`src/rtl/rv32_pkg.sv`:
```
`default_nettype none
// +----------------------------------------------------------------------+
// | Module : rv32_pkg                                                    |
// | Brief  : Shared types for the rv32 memory arbiter (state, grant).    |
// | Rev    : 1.0  initial release                                        |
// +----------------------------------------------------------------------+
package rv32_pkg;

    localparam int c_XLEN_DEFAULT = 32;

    typedef enum logic [1:0] {
        IDLE    = 2'd0,
        BUSY_IF = 2'd1,
        BUSY_DM = 2'd2,
        DONE    = 2'd3
    } arb_state_e;

    typedef enum logic {
        GNT_IF = 1'b0,
        GNT_DM = 1'b1
    } grant_e;

endpackage
`default_nettype wire

```
`src/rtl/rv32_arb_prio.sv`:
```
`default_nettype none
// +----------------------------------------------------------------------+
// | Module : rv32_arb_prio                                               |
// | Brief  : Fetch/data grant select with data-streak starvation guard.  |
// | Rev    : 1.0  initial release                                        |
// +----------------------------------------------------------------------+
module rv32_arb_prio
    import rv32_pkg::*;
#(
    parameter int STREAK_MAX = 4
) (
    input  logic   clk,
    input  logic   reset,
    input  logic   if_req,
    input  logic   dm_req,
    input  logic   idle,
    output grant_e grant
);

    localparam int c_STREAK_W = (STREAK_MAX < 1) ? 1 : $clog2(STREAK_MAX + 1);
    localparam logic [c_STREAK_W-1:0] c_STREAK_SAT = c_STREAK_W'(STREAK_MAX);

    logic [c_STREAK_W-1:0] r_streak;
    logic                  w_sat;

    assign w_sat = (r_streak == c_STREAK_SAT);

    // Data wins a tie unless fetch has already waited through a full streak.
    always_comb begin
        grant = GNT_IF;
        if (dm_req && !(if_req && w_sat)) begin
            grant = GNT_DM;
        end
    end

    always_ff @(posedge clk) begin
        if (reset) begin
            r_streak <= '0;
        end else if (idle && (if_req || dm_req)) begin
            if (grant == GNT_IF) begin
                r_streak <= '0;
            end else if (if_req && !w_sat) begin
                r_streak <= r_streak + c_STREAK_W'(1);
            end
        end
    end

endmodule
`default_nettype wire

```
`src/rtl/rv32_mem_arb.sv`:
```
`default_nettype none
// +----------------------------------------------------------------------+
// | Module : rv32_mem_arb                                                |
// | Brief  : Single-port memory arbiter between fetch and data ports.    |
// |          Define ARB_TIMEOUT_EN to enable the ack-wait timeout.       |
// | Rev    : 1.0  initial release                                        |
// +----------------------------------------------------------------------+
module rv32_mem_arb
    import rv32_pkg::*;
#(
    parameter int XLEN           = c_XLEN_DEFAULT,
    parameter int STREAK_MAX     = 4,
    parameter int TIMEOUT_CYCLES = 255
) (
    input  logic            clk,
    input  logic            reset,
    input  logic            if_req,
    input  logic [XLEN-1:0] if_addr,
    output logic [XLEN-1:0] if_rdata,
    output logic            if_ready,
    input  logic            dm_req,
    input  logic            dm_we,
    input  logic [XLEN-1:0] dm_addr,
    input  logic [XLEN-1:0] dm_wdata,
    output logic [XLEN-1:0] dm_rdata,
    output logic            dm_ready,
    output logic            mem_req,
    output logic            mem_we,
    output logic [XLEN-1:0] mem_addr,
    output logic [XLEN-1:0] mem_wdata,
    input  logic            mem_ack,
    input  logic [XLEN-1:0] mem_rdata,
    output logic            stall,
    output logic            err
);

    arb_state_e      r_state;
    arb_state_e      w_state_nxt;
    grant_e          w_grant;
    logic            w_idle;
    logic            w_busy;
    logic            w_any_req;
    logic            w_timeout;
    logic            w_finish;
    logic            r_mem_req;
    logic            r_mem_we;
    logic            r_if_ready;
    logic            r_dm_ready;
    logic [XLEN-1:0] r_mem_addr;
    logic [XLEN-1:0] r_mem_wdata;
    logic [XLEN-1:0] r_if_rdata;
    logic [XLEN-1:0] r_dm_rdata;

    assign w_idle    = (r_state == IDLE);
    assign w_busy    = (r_state == BUSY_IF) || (r_state == BUSY_DM);
    assign w_any_req = if_req || dm_req;
    assign w_finish  = w_busy && (mem_ack || w_timeout);

    rv32_arb_prio #(
        .STREAK_MAX (STREAK_MAX)
    ) u_prio (
        .clk    (clk),
        .reset  (reset),
        .if_req (if_req),
        .dm_req (dm_req),
        .idle   (w_idle),
        .grant  (w_grant)
    );

    always_ff @(posedge clk) begin
        if (reset) begin
            r_state <= IDLE;
        end else begin
            r_state <= w_state_nxt;
        end
    end

    always_comb begin
        w_state_nxt = r_state;
        case (r_state)
            IDLE: begin
                if (w_any_req) begin
                    w_state_nxt = (w_grant == GNT_DM) ? BUSY_DM : BUSY_IF;
                end
            end
            BUSY_IF, BUSY_DM: begin
                if (w_finish) begin
                    w_state_nxt = DONE;
                end
            end
            DONE:    w_state_nxt = IDLE;
            default: w_state_nxt = IDLE;
        endcase
    end

    // Ready pulses default low; a timed-out transaction returns zero data.
    always_ff @(posedge clk) begin
        if (reset) begin
            r_mem_req   <= 1'b0;
            r_mem_we    <= 1'b0;
            r_mem_addr  <= '0;
            r_mem_wdata <= '0;
            r_if_ready  <= 1'b0;
            r_dm_ready  <= 1'b0;
            r_if_rdata  <= '0;
            r_dm_rdata  <= '0;
        end else begin
            r_if_ready <= 1'b0;
            r_dm_ready <= 1'b0;
            if (w_idle && w_any_req) begin
                r_mem_req <= 1'b1;
                if (w_grant == GNT_DM) begin
                    r_mem_we    <= dm_we;
                    r_mem_addr  <= dm_addr;
                    r_mem_wdata <= dm_wdata;
                end else begin
                    r_mem_we    <= 1'b0;
                    r_mem_addr  <= if_addr;
                    r_mem_wdata <= '0;
                end
            end
            if (w_finish) begin
                r_mem_req <= 1'b0;
                if (r_state == BUSY_IF) begin
                    r_if_ready <= 1'b1;
                    r_if_rdata <= mem_ack ? mem_rdata : '0;
                end else begin
                    r_dm_ready <= 1'b1;
                    r_dm_rdata <= mem_ack ? mem_rdata : '0;
                end
            end
        end
    end

`ifdef ARB_TIMEOUT_EN
    localparam int c_TMR_W = $clog2(TIMEOUT_CYCLES + 1);

    logic [c_TMR_W-1:0] r_timer;
    logic               r_err;

    // Timer reads 0 in the first BUSY cycle; an ack in the final cycle wins.
    assign w_timeout = w_busy && !mem_ack && (r_timer == c_TMR_W'(TIMEOUT_CYCLES - 1));

    always_ff @(posedge clk) begin
        if (reset) begin
            r_timer <= '0;
            r_err   <= 1'b0;
        end else begin
            r_err   <= w_timeout;
            r_timer <= w_busy ? (r_timer + c_TMR_W'(1)) : '0;
        end
    end

    assign err = r_err;
`else
    logic w_unused_timeout;
    assign w_unused_timeout = (TIMEOUT_CYCLES != 0);
    assign w_timeout        = 1'b0;
    assign err              = 1'b0;
`endif

    assign mem_req   = r_mem_req;
    assign mem_we    = r_mem_we;
    assign mem_addr  = r_mem_addr;
    assign mem_wdata = r_mem_wdata;
    assign if_ready  = r_if_ready;
    assign dm_ready  = r_dm_ready;
    assign if_rdata  = r_if_rdata;
    assign dm_rdata  = r_dm_rdata;
    assign stall     = (if_req && !r_if_ready) || (dm_req && !r_dm_ready);

endmodule
`default_nettype wire

```
`config.mk`:
```
export PLATFORM = sky130hd
export DESIGN_NAME = rv32_mem_arb
export DESIGN_NICKNAME = d
export VERILOG_FILES = /design/src/rtl/rv32_pkg.sv /design/src/rtl/rv32_arb_prio.sv /design/src/rtl/rv32_mem_arb.sv
export SDC_FILE = /design/constraint.sdc
export NUM_CORES = 1
export LEC_CHECK = 0
export BUFFER_PORTS_ARGS = -buffer_cell sky130_fd_sc_hd__buf_2
export CELL_PAD_IN_SITES_DETAIL_PLACEMENT = 2
export CELL_PAD_IN_SITES_GLOBAL_PLACEMENT = 2
export CORE_AREA = 2 2 149 151
export DETAILED_ROUTE_END_ITERATION = 7
export DIE_AREA = 0 0 151 153
export HOLD_SLACK_MARGIN = 0.15
export PLACE_DENSITY_LB_ADDON = 0.1
export SETUP_SLACK_MARGIN = 0.5
export SYNTH_ARGS = -nofsm -noshare
export SYNTH_HDL_FRONTEND = slang
export SYNTH_SLANG_ARGS = --single-unit
```
`constraint.sdc`:
```
create_clock -name clk -period 2.5 [get_ports clk]
set_input_delay 0.5 -clock clk [delete_from_list [all_inputs] [get_ports clk]]
set_output_delay 0.5 -clock clk [all_outputs]
set_load 0.1 [all_outputs]
```
==> flow_metrics.tcl <==
set metrics [dict create \
    drt_wl_total_um 22400 \
    drive_gt1_frac 0.351 \
    maxSlewHeadroom 0.596 \
    hold_path.class "primary input to flip-flop" \
    max_stage_delay_ns 0.39 \
    drc 0 \
    synth_top_area_cell "dfxtp_1" \
    netSwitchingFraction 0.509 \
    dpl.hpwl_um 15800 \
    dr.first_iter.drc_count 169 \
    gp_congestion 0.733 \
    hold_viol 0 \
    netlist_top_cells_count "165 x nand2_1, 137 x dfxtp_1, 100 x a21oi_1" \
    cts_root_buf "clkbuf_16" \
    p_switching_w 0.00533 \
    fp.dieH_um 153 \
    synth_edf_count 0 \
    yosys-top-cells-area "dfxtp_1 50%, nand2_1 11%, a21oi_1 9.1%" \
    peakVddDrop_mv 0.472 \
    die_x_um 151 \
    fin_cells 1200 \
    synth_most_common_cell "nand2_1" \
    areaGrowthSynthToFinish_pct 39.2 \
    wl_per_cell_um 18.7 \
    ctsHoldBuffers 0 \
    dr_total_vias 5896 \
    max_clock_freq_mhz 552 \
    synth_top_area_frac 0.501 \
    cp_top_family "buffers and inverters" \
    rsz0062_at_grt "false" \
    cp_data_arrival_time_ns 2.13 \
    pre_cts_ws_ns 0.565 \
    h-tree-depth 4 \
    crit_chain "inv_1, ha_1, nand3_2, buf_6, nand3_1, a311oi_1" \
    ys_warn_count 0 \
    clk_latency_ns 0.43 \
    cp-start-kind "flip-flop" \
    netlist_area_sq_um 5470 \
    rows 54 \
    cap_violations 0 \
    finalSetupViolCount 0 \
    finalCriticalPeriod_ns 1.81 \
    antenna_left 0 \
    critPathRequiredTime_ns 2.82 \
    cts_buffers 17 \
    portBuffers 266 \
    slew_violations 0 \
    clockPowerShare 0.261 \
    yosysSeqAreaShare 0.501 \
    fillCellCount 2495 \
    power_frac_seq 0.268 \
    core-area_sq_um 21500 \
    path_max_fanout 45 \
    cts.sinks 137 \
    start_util 0.255 \
    synth-async-reset-ratio 0 \
    syn-num-nets 810 \
    crit_type "flip-flop to flip-flop" \
    period_share 0.725 \
    postCtsSetupBuffers 0 \
    worstMarginPinSlew_ns 0.606 \
    dp_cells 1166 \
    cts.repair.resized 0 \
    synth_top_flop_cell "dfxtp_1" \
    p_int_w 0.00514 \
    power.density_nw_per_um2 1370 \
    combPwrFrac 0.471 \
    antenna_found_initial 3 \
    dpl_cell_area_sq_um 6970 \
    crit_path_top_delay_cell "dfxtp_1" \
    fin_ws_ns 0.687 \
    clkTransAtPathRegs_ns 0.06 \
    grt_pass1_vias 6390 \
    dr.pass1.iters 4 \
    avgSynthCellArea_sq_um 8.16 \
    ys_seq_elements 137 \
    vias_per_cell 4.91 \
    fin_skew_ns 0.0140 \
    tns_ns 0 \
    cp-end-kind "flip-flop" \
    crit_buf_inv 2 \
    dieArea_sq_um 23100 \
    grt_max_degree 48 \
    p_leak_nw 3.34 \
    overflow 0 \
    outcome "finished clean" \
    synthCells 671 \
    tritoncts "built" \
    layout.nets 1044 \
    grtUsageTotal 0.193 \
    grt_pass1_wl_um 34900 \
    post-route-cell-area_sq_um 7620 \
    clockBufferDepth 2 \
    ys_types 36 \
    io-pin-count 268 \
]
placed cells by master (no fill, tap or decap), types with 2 or more instances in the layout:
cell and instances:
clkinv_4 2, o21ai_1 6, nand3_1 33, buf_4 14, nand4b_1 2, diode_2 2, a21oi_1 100, inv_1 6
bufinv_16 4, o21ai_0 28, a311oi_2 3, nor2_1 35, ha_1 5, clkinvlp_4 3, clkbuf_16 17, nand4_1 35
a311oi_1 30, buf_12 3, nand2_1 165, dfxtp_1 137, buf_6 2, nor3b_1 2, buf_2 264, inv_6 3
metrics by stage:
step | hold slack (ns) | utilization | power [W]
after floorplan | 0.453 | - | 0.00692
after global placement | 0.441 | 0.324 | 0.00767
after detailed placement | 0.448 | 0.324 | 0.00782
after CTS | 0.313 | 0.354 | 0.0106
after global routing | 0.321 | 0.354 | 0.0110
final | 0.327 | 0.355 | 0.0105
registers in the layout, indices dropped and copies added (netlist names):
| register | flops |
|---|---|
| r_state | 2 |
| if_rdata | 32 |
| dm_rdata | 32 |
| mem_wdata | 32 |
| mem_addr | 32 |
| mem_we | 1 |
| mem_req | 1 |
| u_prio.r_streak | 3 |
| if_ready | 1 |
| dm_ready | 1 |
power by group through the flow:
stage / combinational [W] / sequential [W] / clock, W
2_1_floorplan: 0.00129 / 0.00563 / 0
3_3_place_gp: 0.00484 / 0.00283 / 0
3_5_place_dp: 0.00496 / 0.00286 / 0
4_1_cts: 0.00498 / 0.00281 / 0.00281
5_1_grt: 0.00520 / 0.00286 / 0.00292
6_report: 0.00493 / 0.00281 / 0.00273
cell type report:
class	instances	area [sq um]	share of cell area
multi-input cells	460	2350	0.309
clock inverters	13	191	0.0251
clock buffers	19	443	0.0581
flip-flops and latches	137	2740	0.360
well taps	280	350	0.0460
inverters	6	22.5	0.00296
diodes	2	5.00	0.000657
repair buffers	283	1510	0.198
worst paths after layout:
path	slack, ns	start	cells past startpoint	end
max	0.69	u_prio.r_streak[0]	6	mem_addr[30]
min	0.33	mem_rdata[20]	3	if_rdata[20]
max reg2reg	0.69	u_prio.r_streak[0]	6	mem_addr[30]
min reg2reg	0.46	mem_wdata[0]	2	mem_wdata[0]
worst register-to-register path, delay by kind of cell (launching register included):
family	cells	cell delay [ns]
and+or+nand+nor	2	0.36
AOI/OAI and AO/OA	1	0.31
adders and majority gates	1	0.23
buffers and inverters	2	0.44
DFF	1	0.39
cells by family after synthesis:
group                      share of synthesized area
and+or+nand+nor                                0.224
buffers and inverters                         0.0713
muxes                                        0.00183
other                                       0.000685
DFF                                            0.501
AOI/OAI and AO/OA                              0.190
adders and majority gates                     0.0114
routing by layer:
| metal | GRT usage | wire, um | vias up |
|---|---|---|---|
| met4 | 0.0467 | 257 | 4 |
| met2 | 0.335 | 11100 | 190 |
| li1 | - | - | 2799 |
| met1 | 0.224 | 9170 | 2881 |
| met3 | 0.0687 | 1860 | 22 |
| met5 | 0 | 30 | - |
(Power assumes the default switching activity.)
